**src/rtl/ifu_pkg.sv**
```systemverilog
// Shared types for the instruction fetch unit.
// IFU_PERF_CNT_EN (top-level macro) adds the ifu_starve_cnt counter.
package ifu_pkg;

  localparam int unsigned XLEN = 32;
  localparam logic [XLEN-1:0] PC_INCR = 32'd4;

  typedef struct packed {
    logic [XLEN-1:0] pc;
    logic [XLEN-1:0] inst;
  } fetch_entry_t;

  typedef enum logic [1:0] {
    BOOT,
    RUN,
    FLUSH
  } fetch_state_e;

endpackage

```
**src/rtl/ifu_prefetch_if.sv**
```systemverilog
// Fetch-side bundle: imem request/grant/response plus the IDU handshake.
// master = fetch unit, slave = memory and decode side.
interface ifu_prefetch_if #(
  parameter int unsigned DataWidth = 32,
  parameter int unsigned AddrWidth = 15
);

  logic                 imem_req;
  logic [AddrWidth-1:0] imem_addr;
  logic                 imem_gnt;
  logic                 imem_rvalid;
  logic [DataWidth-1:0] imem_rdata;
  logic                 ifu_valid;
  logic                 idu_ready;
  logic [DataWidth-1:0] ifu_pc;
  logic [DataWidth-1:0] ifu_fetch_inst;

  modport master (
    output imem_req,
    output imem_addr,
    input  imem_gnt,
    input  imem_rvalid,
    input  imem_rdata,
    output ifu_valid,
    input  idu_ready,
    output ifu_pc,
    output ifu_fetch_inst
  );

  modport slave (
    input  imem_req,
    input  imem_addr,
    output imem_gnt,
    output imem_rvalid,
    output imem_rdata,
    input  ifu_valid,
    output idu_ready,
    input  ifu_pc,
    input  ifu_fetch_inst
  );

endinterface

```
**src/rtl/ifu_fifo.sv**
```systemverilog
// Synchronous FIFO of fetch entries; clear wins over push and pop.
// Read data is the registered head slot, so it holds until popped.
module ifu_fifo
  import ifu_pkg::*;
#(
  parameter  int unsigned Depth = 4,
  localparam int unsigned CW    = $clog2(Depth) + 1
) (
  input  logic          clk,
  input  logic          rst,
  input  logic          push,
  input  logic          pop,
  input  logic          clear,
  input  fetch_entry_t  wdata,
  output fetch_entry_t  rdata,
  output logic [CW-1:0] count,
  output logic          empty
);

  localparam int unsigned PW = $clog2(Depth);
  localparam logic [CW-1:0] Full = CW'(Depth);

  fetch_entry_t  mem_q [Depth];
  fetch_entry_t  mem_d [Depth];
  logic [PW-1:0] wr_q, wr_d;
  logic [PW-1:0] rd_q, rd_d;
  logic [CW-1:0] cnt_q, cnt_d;
  logic          do_push;
  logic          do_pop;

  assign do_push = push && (cnt_q != Full);
  assign do_pop  = pop && (cnt_q != '0);

  always_comb begin
    mem_d = mem_q;
    wr_d  = wr_q;
    rd_d  = rd_q;
    cnt_d = cnt_q;
    unique case (1'b1)
      clear: begin
        wr_d  = '0;
        rd_d  = '0;
        cnt_d = '0;
      end
      default: begin
        if (do_push) begin
          mem_d[wr_q] = wdata;
          wr_d        = wr_q + PW'(1);
        end
        if (do_pop) begin
          rd_d = rd_q + PW'(1);
        end
        cnt_d = cnt_q + CW'(do_push) - CW'(do_pop);
      end
    endcase
  end

  always_ff @(posedge clk or posedge rst) begin
    if (rst) begin
      mem_q <= '{default: '0};
      wr_q  <= '0;
      rd_q  <= '0;
      cnt_q <= '0;
    end else begin
      mem_q <= mem_d;
      wr_q  <= wr_d;
      rd_q  <= rd_d;
      cnt_q <= cnt_d;
    end
  end

  assign rdata = mem_q[rd_q];
  assign count = cnt_q;
  assign empty = (cnt_q == '0);

endmodule

```
**src/rtl/ifu_prefetch.sv**
```systemverilog
// Decoupled fetch: credit-limited imem requests feeding an in-order queue.
// Define IFU_PERF_CNT_EN to add the ifu_starve_cnt starvation counter.
module ifu_prefetch
  import ifu_pkg::*;
#(
  parameter int unsigned          DataWidth = 32,
  parameter int unsigned          AddrWidth = 15,
  parameter int unsigned          FifoDepth = 4,
  parameter logic [DataWidth-1:0] ResetPc   = '0
) (
  input  logic                 brq_clk,
  input  logic                 brq_rst,
  input  logic                 redirect_valid,
  input  logic [DataWidth-1:0] redirect_pc,
`ifdef IFU_PERF_CNT_EN
  output logic [31:0]          ifu_starve_cnt,
`endif
  ifu_prefetch_if.master       bus
);

  localparam int unsigned CW = $clog2(FifoDepth) + 1;
  localparam logic [CW:0] Credits = (CW+1)'(FifoDepth);
  localparam logic [DataWidth-1:0] Incr = DataWidth'(PC_INCR);

  fetch_state_e         state_q, state_d;
  logic [DataWidth-1:0] fetch_pc_q, fetch_pc_d;
  logic [DataWidth-1:0] resp_pc_q, resp_pc_d;
  logic [CW-1:0]        out_q, out_d;
  logic [CW-1:0]        disc_q, disc_d;

  logic [CW-1:0] count;
  logic          empty;
  logic          req;
  logic          fire;
  logic          rsp;
  logic          push;
  logic          pop;
  fetch_entry_t  wr_entry;
  fetch_entry_t  head;
  logic          unused_pc;

  // Queued plus in-flight never exceeds depth, so a response always fits.
  assign rsp  = bus.imem_rvalid && (out_q != '0);
  assign req  = (state_q == RUN) && !redirect_valid
             && (({1'b0, count} + {1'b0, out_q}) < Credits);
  assign fire = req && bus.imem_gnt;
  assign push = rsp && (disc_q == '0) && !redirect_valid;
  assign pop  = !empty && bus.idu_ready && !redirect_valid;

  assign wr_entry = '{
    pc:   XLEN'(resp_pc_q),
    inst: XLEN'(bus.imem_rdata)
  };

  ifu_fifo #(
    .Depth (FifoDepth)
  ) u_fifo (
    .clk   (brq_clk),
    .rst   (brq_rst),
    .push  (push),
    .pop   (pop),
    .clear (redirect_valid),
    .wdata (wr_entry),
    .rdata (head),
    .count (count),
    .empty (empty)
  );

  always_comb begin
    state_d    = state_q;
    fetch_pc_d = fetch_pc_q;
    resp_pc_d  = resp_pc_q;
    out_d      = out_q;
    disc_d     = disc_q;
    unique case (1'b1)
      redirect_valid: begin
        state_d    = FLUSH;
        fetch_pc_d = redirect_pc;
        resp_pc_d  = redirect_pc;
        out_d      = out_q - CW'(rsp);
        disc_d     = out_q - CW'(rsp);
      end
      default: begin
        state_d = RUN;
        if (fire) begin
          fetch_pc_d = fetch_pc_q + Incr;
        end
        out_d = out_q + CW'(fire) - CW'(rsp);
        if (rsp) begin
          if (disc_q != '0) begin
            disc_d = disc_q - CW'(1);
          end else begin
            resp_pc_d = resp_pc_q + Incr;
          end
        end
      end
    endcase
  end

  always_ff @(posedge brq_clk or posedge brq_rst) begin
    if (brq_rst) begin
      state_q    <= BOOT;
      fetch_pc_q <= ResetPc;
      resp_pc_q  <= ResetPc;
      out_q      <= '0;
      disc_q     <= '0;
    end else begin
      state_q    <= state_d;
      fetch_pc_q <= fetch_pc_d;
      resp_pc_q  <= resp_pc_d;
      out_q      <= out_d;
      disc_q     <= disc_d;
    end
  end

  assign bus.imem_req       = req;
  assign bus.imem_addr      = fetch_pc_q[AddrWidth+1:2];
  assign bus.ifu_valid      = !empty;
  assign bus.ifu_pc         = DataWidth'(head.pc);
  assign bus.ifu_fetch_inst = DataWidth'(head.inst);

  assign unused_pc = ^{fetch_pc_q[DataWidth-1:AddrWidth+2],
                       fetch_pc_q[1:0]};

`ifdef IFU_PERF_CNT_EN
  logic [31:0] starve_q, starve_d;

  always_comb begin
    starve_d = starve_q;
    if ((state_q == RUN) && bus.idu_ready && empty
        && (starve_q != '1)) begin
      starve_d = starve_q + 32'd1;
    end
  end

  always_ff @(posedge brq_clk or posedge brq_rst) begin
    if (brq_rst) begin
      starve_q <= '0;
    end else begin
      starve_q <= starve_d;
    end
  end

  assign ifu_starve_cnt = starve_q;
`endif

`ifndef SYNTHESIS
  rvalid_has_credit_a : assert property (
    @(posedge brq_clk) disable iff (brq_rst)
    bus.imem_rvalid |-> (out_q != '0)
  ) else $error("imem_rvalid with no outstanding request");
`endif

endmodule

```
**src/flat_wrapper.sv**
```systemverilog
// flat-port wrapper written by rule: the top's interface ports become plain ports
module ifu_prefetch_flat import ifu_pkg::*;
#(
  parameter int unsigned          DataWidth = 32,
  parameter int unsigned          AddrWidth = 15,
  parameter int unsigned          FifoDepth = 4,
  parameter logic [DataWidth-1:0] ResetPc   = '0
)
  (brq_clk, brq_rst, redirect_valid, redirect_pc, bus_imem_req, bus_imem_addr, bus_imem_gnt, bus_imem_rvalid, bus_imem_rdata, bus_ifu_valid, bus_idu_ready, bus_ifu_pc, bus_ifu_fetch_inst);
  ifu_prefetch_if #(.DataWidth(DataWidth), .AddrWidth(AddrWidth)) bus_i ();
  input  logic brq_clk;
  input  logic brq_rst;
  input  logic redirect_valid;
  input  logic [DataWidth-1:0] redirect_pc;
  output wire logic [$bits(bus_i.imem_req)-1:0] bus_imem_req;
  output wire logic [$bits(bus_i.imem_addr)-1:0] bus_imem_addr;
  input wire logic [$bits(bus_i.imem_gnt)-1:0] bus_imem_gnt;
  input wire logic [$bits(bus_i.imem_rvalid)-1:0] bus_imem_rvalid;
  input wire logic [$bits(bus_i.imem_rdata)-1:0] bus_imem_rdata;
  output wire logic [$bits(bus_i.ifu_valid)-1:0] bus_ifu_valid;
  input wire logic [$bits(bus_i.idu_ready)-1:0] bus_idu_ready;
  output wire logic [$bits(bus_i.ifu_pc)-1:0] bus_ifu_pc;
  output wire logic [$bits(bus_i.ifu_fetch_inst)-1:0] bus_ifu_fetch_inst;
  assign bus_imem_req = bus_i.imem_req;
  assign bus_imem_addr = bus_i.imem_addr;
  assign bus_i.imem_gnt = bus_imem_gnt;
  assign bus_i.imem_rvalid = bus_imem_rvalid;
  assign bus_i.imem_rdata = bus_imem_rdata;
  assign bus_ifu_valid = bus_i.ifu_valid;
  assign bus_i.idu_ready = bus_idu_ready;
  assign bus_ifu_pc = bus_i.ifu_pc;
  assign bus_ifu_fetch_inst = bus_i.ifu_fetch_inst;
  ifu_prefetch #(.DataWidth(DataWidth), .AddrWidth(AddrWidth), .FifoDepth(FifoDepth), .ResetPc(ResetPc)) u_core (.brq_clk(brq_clk), .brq_rst(brq_rst), .redirect_valid(redirect_valid), .redirect_pc(redirect_pc), .bus(bus_i));
endmodule
```
**config.mk**
```make
export PLATFORM = sky130hd
export DESIGN_NAME = ifu_prefetch_flat
export DESIGN_NICKNAME = d
export VERILOG_FILES = /design/src/rtl/ifu_pkg.sv /design/src/rtl/ifu_prefetch_if.sv /design/src/rtl/ifu_fifo.sv /design/src/rtl/ifu_prefetch.sv /design/src/flat_wrapper.sv
export SDC_FILE = /design/constraint.sdc
export NUM_CORES = 1
export LEC_CHECK = 0
export ABC_AREA = 1
export CAP_MARGIN = 0
export CORE_MARGIN = 2
export CORE_UTILIZATION = 41
export CTS_CLUSTER_DIAMETER = 150
export DETAILED_ROUTE_END_ITERATION = 8
export PLACE_DENSITY_LB_ADDON = 0.1
export SLEW_MARGIN = 0
export SYNTH_ARGS = -nofsm -noshare
export SYNTH_HDL_FRONTEND = slang
export SYNTH_HIERARCHICAL = 1
export SYNTH_SLANG_ARGS = --single-unit
```
**constraint.sdc**
```tcl
create_clock -name brq_clk -period 22.9 [get_ports brq_clk]
set_input_delay 4.58 -clock brq_clk [delete_from_list [all_inputs] [get_ports brq_clk]]
set_output_delay 4.58 -clock brq_clk [all_outputs]
set_load 0.005 [all_outputs]
```
# == Word level (Yosys, flattened, before mapping) ==
# Index checks and enable logic that the tools add are counted.
# word_totals
ramBits,0
mem_bits_ro,0
n_memories,0
out_inout_bits,81
elab_cells,84
latch_bits,0
ff_bits,335
in_bits,70
# op_classes
eq_ne,3
muxes,21
multipliers,0
reduce_logical,26
n_bitwise,3
shifts,0
order_cmp,4
add_sub_neg,11
div,0
# op_table
op,n
bitwise mux 256 bit,1
two-way mux 64 bit,3
two-way mux 32 bit,5
binary-select mux 64 bit (select 2 bit),1
demux 64 bit (select 2 bit),1
"adder 32 x 3 -> 32 bit, second input constant",2
two-way mux 3 bit,5
logical AND 1 bit,11
two-way mux 2 bit,5
nonzero test 2 bit,5
nonzero test 3 bit,3
subtractor 3 x 1 -> 3 bit,3
adder 3 x 1 -> 3 bit,2
">= comparator 3 bit, second input constant",2
zero test 3 bit,2
NOT 2 -> 3 bit,2
AND reduction 2 bit,3
"adder 2 x 1 -> 2 bit, second input constant",2
adder 3 x 3 -> 4 bit,1
"< comparator 4 x 3 -> 1 bit, second input constant",1
"< comparator 3 x 1 -> 1 bit, second input constant",1
"inequality test 3 bit, second input constant",1
"subtractor 3 x 1 -> 3 bit, second input constant",1
"equality test 2 x 1 -> 1 bit, second input constant",1
3 further kinds,4

# == Logic depth before layout (Yosys ltp) ==
# Gate-level depths: netlist of the first run.
# depth
depth_word,8
ltp_mapped,16
ltp_nobuf,15

# == Hierarchy ==
# The synthesis of the first run kept the hierarchy.
# modules_own_cells
module,area_per_inst_um2,cells_per_inst,seq_area_each_um2,n_inst
ifu_fifo,12721.0,1555,6581.3,1
ifu_prefetch,3766.1,557,1376.3,1

# == Least setup slack after synthesis of the first run ==
# OpenSTA, ideal clock, no wires.
# synth_timing
path_type,input to output
start,in redirect_valid
end,out bus_imem_req
t_required_ps,18320
arrival_ps,4868
n_path_buf,0
path_slack_ps,13452
stages,3
path_cell_list,nor2_1 > nand3b_1 > nor2_2
# synth_via
elab_chain_cells,3
# synth_lines
element,line_no,rtl
"start, declared",flat_wrapper.sv:13,input logic redirect_valid;
zero test 1 bit,ifu_prefetch.sv:44,assign req = (state_q == RUN) && !redirect_valid
logical AND 1 bit,ifu_prefetch.sv:44,
logical AND 1 bit,ifu_prefetch.sv:45,"&& (({1'b0, count} + {1'b0, out_q}) < Credits);"
"end, declared",flat_wrapper.sv:15,output wire logic [$bits(bus_i.imem_req)-1:0] bus_imem_req;
# Every way passes these cells.

# == Worst setup path in the final report of the first run ==
# Ends and elaborated chain as after synthesis.

==> run_results.csv, run 1 <==
group,metric,value,unit
grt,antenna_found_initial,0,
die,die-area,41800,sq um
synth,yosysUniqueCellTypes,36,
grt,grt_pass1_vias,15000,
timing,clock.fmax,0.0982,GHz
route,vias,15200,
timing,rsz0062_at_grt,"false",
route,dr.pass1.iters,6,
route,drtIter0Drc,1433,
die,core,39700,sq um
layout,area_growth,16.4,%
placed_design,hpwl,27400,microns
setup_path,reg2reg_slack,19540,ps
clock_tree,post_cts_resized,0,
synth,synth_cells,2112,
timing,maxSlewViolCount,0,
synth,yosys-top-cells-count,"734 x nand2_1, 318 x dfrtp_1, 261 x nand4_1",
setup_path,rr_endpoint,"u_core/u_fifo/mem_q[80]$_DFFE_PP0P_",
setup_path,slowest_delay,510,ps
clock_tree,ctsHoldBuffers,0,
placed_design,io_buffer_count,150,
setup_path,worstPathMaxFanout,12,
clock_tree,cts_setup_buffers,0,
route,finalWirelength,52300,microns
layout,n_fill_cell,3889,
hold_path,min-delay-start,"u_core/u_fifo/mem_q[189]$_DFFE_PP0P_",
outcome,outcome,"finished, final reports clean",
clock_tree,cts_buffers,38,
clock_tree,htreeDepth,2,
placed_design,place_inst,2642,
setup_path,reg2reg_depth,11,
route,drc,0,
placed_design,gp_congestion,0.805,
clock_tree,cts_sinks,318,
setup_path,critPathArrivalTime,5600,ps
power_and_ir_drop,total_leakage_power,9.55,nW
setup_path,crit_slowest_cell,"clkdlybuf4s50_1",
setup_path,critPathKind,"input pin to output pin",
synth,synth.top_cell.area_share,48.3,%
clock_tree,cts-root-buf,"clkbuf_16",
synth,async_flop_share,100,%
setup_path,critPathRequiredTime,18320,ps
power_and_ir_drop,powerDensity,86.3,nW/um^2
die,die_w,205,microns
die,dieHeight,205,microns
clock_tree,clkTransAtPathRegs,50,ps
grt,grt_max_degree,257,
setup_path,r2r-start,"u_core/disc_q[0]$_DFFE_PP0P_",
route,vias_per_cell,5.62,
setup_path,cp-end-kind,"output pin",
route,ant_nets,0,
synth,syn_area,16500,sq um
clock_tree,clk_latency,530,ps
layout,n_antenna_cell,0,
timing,tightestPinTransition,1360,ps
synth,ys.flop_type,"dfrtp_1",
die,num_rows,73,
synth,ys_seq_area_share,48.3,%
synth,yosysTopAreaCell,"dfrtp_1",
synth,avgSynthCellArea,7.81,sq um
setup_path,crit_buf_inv,2,
synth,ys_warn_count,6,
hold_path,whs_path_depth,2,
die,start_util,41.5,%
synth,synthTopCellsByArea,"dfrtp_1 48%, nand2_1 17%, nand4_1 9.9%",
synth,ys_ff_latch,318,
grt,grt_pass1_wl,83300,microns
timing,fin_skew,16.9,ps
clock_tree,clockBufferDepth,3,
timing,setup_viol,0,
synth,yosysMostFrequentCell,"nand2_1",
route,drt-wirelength-per-cell,19.3,microns
timing,finalHoldViolCount,0,
setup_path,start_kind,"input pin",
timing,tns,0,ps
layout,fin_cells,2709,
power_and_ir_drop,peakVddDrop,0.0457,mV
layout,nets,2245,
grt,grt_usage,25.0,%
timing,slew_headroom,9.08,%
hold_path,min_to,"u_core/u_fifo/mem_q[189]$_DFFE_PP0P_",
clock_tree,cts_tree,"yes",
hold_path,min_path_type,"flop to flop",
synth,syn_nets,2200,
timing,final.min_clock_period,10180,ps
synth,synth_edf_count,0,
setup_path,crit_chain,"buf_2 > nor2_1 > nand3b_1 > nor2_2 > clkdlybuf4s50_1",
setup_path,cp_top_family,"buffers and inverters",
layout,drive_above_1_share,5.68,%
timing,fin_crit_sh,44.5,%
job,cap_violations,0,
die,ioPinCount,151,
grt,grt.overflow.total,0,
## logic make-up after synthesis
logic type / share of synthesized area (%)
buffers and inverters: 6.42
xor gates and xnor gates: 0.638
adders and majority gates: 1.46
and+or+nand+nor: 35.6
DFF: 48.3
AOI/OAI and AO/OA: 7.66
## sequential cells by signal, summed over array words and instances, names as in the netlist
register	flops
u_core/disc_q	3
u_core/u_fifo/rd_q	2
u_core/u_fifo/wr_q	2
u_core/state_q	2
u_core/u_fifo/count	3
u_core/resp_pc_q	32
u_core/fetch_pc_q	15
u_core/u_fifo/mem_q	256
u_core/out_q	3
## power by group
part           internal, mW  switching, mW  total (mW)
Clock                 0.337          0.238       0.575
Sequential            0.635         0.0687       0.704
Combinational         0.175          0.204       0.379
Total                  1.15          0.510        1.66
## cell type report
class | instances | area (sq um) | area share, %
Clock inverter | 5 | 32.5 | 0.169
Tap cell | 525 | 657 | 3.42
Sequential cell | 318 | 7960 | 41.5
Inverter | 69 | 275 | 1.43
Timing Repair Buffer | 168 | 1660 | 8.63
Clock buffer | 62 | 1130 | 5.90
Multi-Input combinational cell | 1562 | 7480 | 39.0
## layout by cell type, fill, tap and decap left out, types with 2 or more instances in the layout
cell type | Yosys | final
ha_1 | 16 | 12
o211ai_1 | 2 | 2
nand4_1 | 261 | 261
xor2_1 | 9 | 9
buf_4 | 16 | 16
clkbuf_1 | 61 | 16
fa_1 | 2 | 2
clkbuf_16 | 0 | 39
nand2_1 | 734 | 734
clkbuf_8 | 0 | 7
or2_2 | 4 | 4
nor2_1 | 192 | 192
o21ai_0 | 143 | 143
nor2_4 | 6 | 6
nand3_2 | 4 | 4
dfrtp_1 | 318 | 316
nor3_1 | 4 | 4
nand3_1 | 72 | 72
o22ai_1 | 64 | 64
clkdlybuf4s50_1 | 0 | 149
nand4_4 | 4 | 4
a21oi_1 | 8 | 8
nand2_4 | 2 | 2
o21bai_1 | 5 | 5
inv_1 | 63 | 59
inv_2 | 5 | 6
clkinv_2 | 1 | 4
inv_6 | 0 | 3
nand3b_1 | 2 | 2
buf_12 | 0 | 2
nand2_2 | 4 | 4
o21ai_1 | 5 | 5
ha_2 | 0 | 4
xnor2_1 | 3 | 3
nor2_2 | 12 | 12
## worst max path at each step
stage / startpoint / cells past startpoint / endpoint / slack (ps)
after global placement: redirect_valid / 5 / bus_imem_req / 12680
after floorplan: brq_rst / 1 / u_core/u_fifo/count[0]$_DFF_PP0_ / 11080
after CTS: redirect_valid / 5 / bus_imem_req / 12690
final: redirect_valid / 5 / bus_imem_req / 12720
after detailed placement: redirect_valid / 5 / bus_imem_req / 12700
after global routing: redirect_valid / 5 / bus_imem_req / 12620
## worst min-delay path, cell delays in order (launching register included)
cell     delay [ps]
dfrtp_1         340
nand2_1          50
nand2_1          50
## metal layers
layer	up-vias	GRT usage, %	wire (microns)
met5	-	0	0
met4	0	6.81	1180
met3	70	3.01	3640
met2	563	41.0	24500
met1	7384	35.1	23000
li1	7201	-	-
## per-stage QoR
stage | util, % | setup WS [ps] | power (mW) | cell area [sq um] | hold WS (ps)
CTS | 48.3 | 12690 | 1.67 | 19200 | 476
global route | 48.3 | 12620 | 1.75 | 19200 | 486
global placement | 45.4 | 12680 | 1.09 | 18000 | 457
detailed placement | 45.4 | 12700 | 1.09 | 18000 | 461
finish | 48.3 | 12720 | 1.66 | 19200 | 472
floorplan | - | 11080 | 0.905 | 16500 | 444
Note: power is estimated with default switching activity, not from simulation.
==> run 2: changes to the inputs <==
==> constraint.sdc (replaced) <==
create_clock -name brq_clk -period 9.26 [get_ports brq_clk]
set_input_delay 1.852 -clock brq_clk [delete_from_list [all_inputs] [get_ports brq_clk]]
set_output_delay 1.852 -clock brq_clk [all_outputs]
set_load 0.005 [all_outputs]
==> run_results.csv, run 2 (synthesis gave the netlist of run 1 again) <==
group,metric,value,unit
timing,setup_viol,0,
timing,tightestPinTransition,1370,ps
clock_tree,cts_buffers,38,
die,dieHeight,205,microns
timing,rsz0062_at_grt,"false",
die,die-area,41800,sq um
power_and_ir_drop,clockPowerShare,37.0,%
route,dr.pass1.iters,8,
setup_path,worstPathMaxFanout,82,
setup_path,critPathArrivalTime,3600,ps
timing,fin_crit_sh,58.9,%
power_and_ir_drop,p_switching,1.28,mW
timing,maxSlewViolCount,0,
layout,largest_reg_flops,256,
grt,grt_max_degree,258,
setup_path,critPathKind,"flop to output pin",
grt,met3_usage,3.15,%
placed_design,gp_congestion,0.825,
grt,grt_pass1_wl,84700,microns
layout,multiInputGateArea,7480,sq um
setup_path,cp-end-kind,"output pin",
route,drtIter0Drc,1557,
grt,grt.overflow.total,0,
layout,final_cell_mix,"734 x nand2_1, 316 x dfrtp_1, 261 x nand4_1, 192 x nor2_1, 149 x clkdlybuf4s50_1",
outcome,outcome,"finished, final reports clean",
clock_tree,clkTransAtPathRegs,60,ps
grt,antenna_found_initial,0,
timing,clock.fmax,0.183,GHz
timing,slew_headroom,8.92,%
route,drt-wirelength-per-cell,19.5,microns
power_and_ir_drop,p_int,2.97,mW
timing,fin_skew,9.69,ps
layout,area_growth,17.4,%
clock_tree,cts_tree,"yes",
power_and_ir_drop,peakVddDrop,0.109,mV
die,ioPinCount,151,
grt,grt_pass1_vias,15100,
die,core,39700,sq um
clock_tree,htreeDepth,2,
die,die_w,205,microns
clock_tree,cts-root-buf,"clkbuf_16",
layout,final_common_cell,"nand2_1",
setup_path,slowest_delay,770,ps
grt,busiest_layer,"met2",
layout,nets,2247,
setup_path,start_kind,"flop",
timing,finalHoldViolCount,0,
route,vias,15300,
route,finalWirelength,52800,microns
route,ant_nets,0,
layout,regMostFlops,"u_core/u_fifo/mem_q",
route,drc,0,
clock_tree,cts_sinks,318,
setup_path,crit_buf_inv,3,
layout,top_regs,"u_core/u_fifo/mem_q: 256 flops, u_core/resp_pc_q: 32 flops, u_core/fetch_pc_q: 15 flops",
layout,register_area,7960,sq um
setup_path,crit_chain,"inv_4 > buf_4 > o21ai_0 > o22ai_1 > clkdlybuf4s50_1",
grt,met2_usage,40.6,%
hold_path,min_path_type,"flop to flop",
timing,tns,0,ps
power_and_ir_drop,powerDensity,220,nW/um^2
grt,use_met1,36.3,%
clock_tree,clockBufferDepth,3,
setup_path,cp_top_family,"buffers and inverters",
setup_path,critPathRequiredTime,7410,ps
power_and_ir_drop,total_leakage_power,9.64,nW
route,vias_per_cell,5.64,
die,start_util,41.5,%
clock_tree,cts_setup_buffers,0,
placed_design,io_buffer_count,150,
clock_tree,post_cts_resized,0,
placed_design,hpwl,28200,microns
die,num_rows,73,
clock_tree,clk_latency,540,ps
timing,final.min_clock_period,5450,ps
job,cap_violations,0,
layout,drive_above_1_share,6.31,%
clock_tree,ctsHoldBuffers,0,
grt,grt_usage,25.4,%
power_and_ir_drop,power_switching_share,30.1,%
layout,n_fill_cell,3898,
layout,postLayoutCoreUtil,48.7,%
setup_path,crit_slowest_cell,"buf_4",
power_and_ir_drop,p_seq_share,41.0,%
power_and_ir_drop,combPwrFrac,22.0,%
layout,n_antenna_cell,0,
run 2: tightest hold or removal path, cell delays in order, from the launching register on:
cell and delay [ps]:
dfrtp_1 340, nand2_1 50, nand2_1 50
run 2: worst paths after layout:
path	endpoint	slack (ps)	start	cells after the start
max	bus_ifu_fetch_inst[8]	3810	u_core/u_fifo/rd_q[0]$_DFFE_PP0P_	5
min	u_core/u_fifo/mem_q[178]$_DFFE_PP0P_	470	u_core/u_fifo/mem_q[178]$_DFFE_PP0P_	2
max reg2reg	u_core/u_fifo/wr_q[0]$_DFFE_PP0P_	5960	u_core/disc_q[0]$_DFFE_PP0P_	12
min reg2reg	u_core/u_fifo/mem_q[178]$_DFFE_PP0P_	470	u_core/u_fifo/mem_q[178]$_DFFE_PP0P_	2
max in group asynchronous	u_core/u_fifo/mem_q[5]$_DFFE_PP0P_	5860	brq_rst	3
min in group asynchronous	u_core/u_fifo/mem_q[227]$_DFFE_PP0P_	1900	brq_rst	2
run 2: area by class of cell:
cell class | count | area share, %
sequential | 318 | 41.1
multi-input combinational | 1562 | 38.6
timing repair buffer | 170 | 8.57
clock buffer | 57 | 6.13
tap | 525 | 3.39
inverter | 69 | 1.42
clock inverter | 12 | 0.724
run 2: through the flow:
stage / hold slack, ps / worst slack (ps) / cells / power (mW) / area (sq um)
2_1_floorplan: 444 / 168 / 2112 / 2.24 / 16500
3_3_place_gp: 457 / 4460 / 2644 / 2.69 / 18000
3_5_place_dp: 461 / 4400 / 2644 / 2.70 / 18000
4_1_cts: 476 / 3830 / 2713 / 4.29 / 19400
5_1_grt: 487 / 3610 / 2713 / 4.47 / 19400
6_report: 473 / 3810 / 2713 / 4.25 / 19400
run 2: per-layer routing:
metal / wire length (microns) / part of all wire, %
met5: 0 / 0
met1: 23800 / 45
met3: 3650 / 6.9
met2: 24300 / 46
met4: 1070 / 2.0
run 2: power by group through the flow:
stage	clock network [mW]	logic (mW)	registers, mW
3_5_place_dp	0	0.939	1.76
6_report	1.57	0.935	1.74
5_1_grt	1.66	1.04	1.77
3_3_place_gp	0	0.930	1.76
4_1_cts	1.61	0.944	1.74
2_1_floorplan	0	0.531	1.71
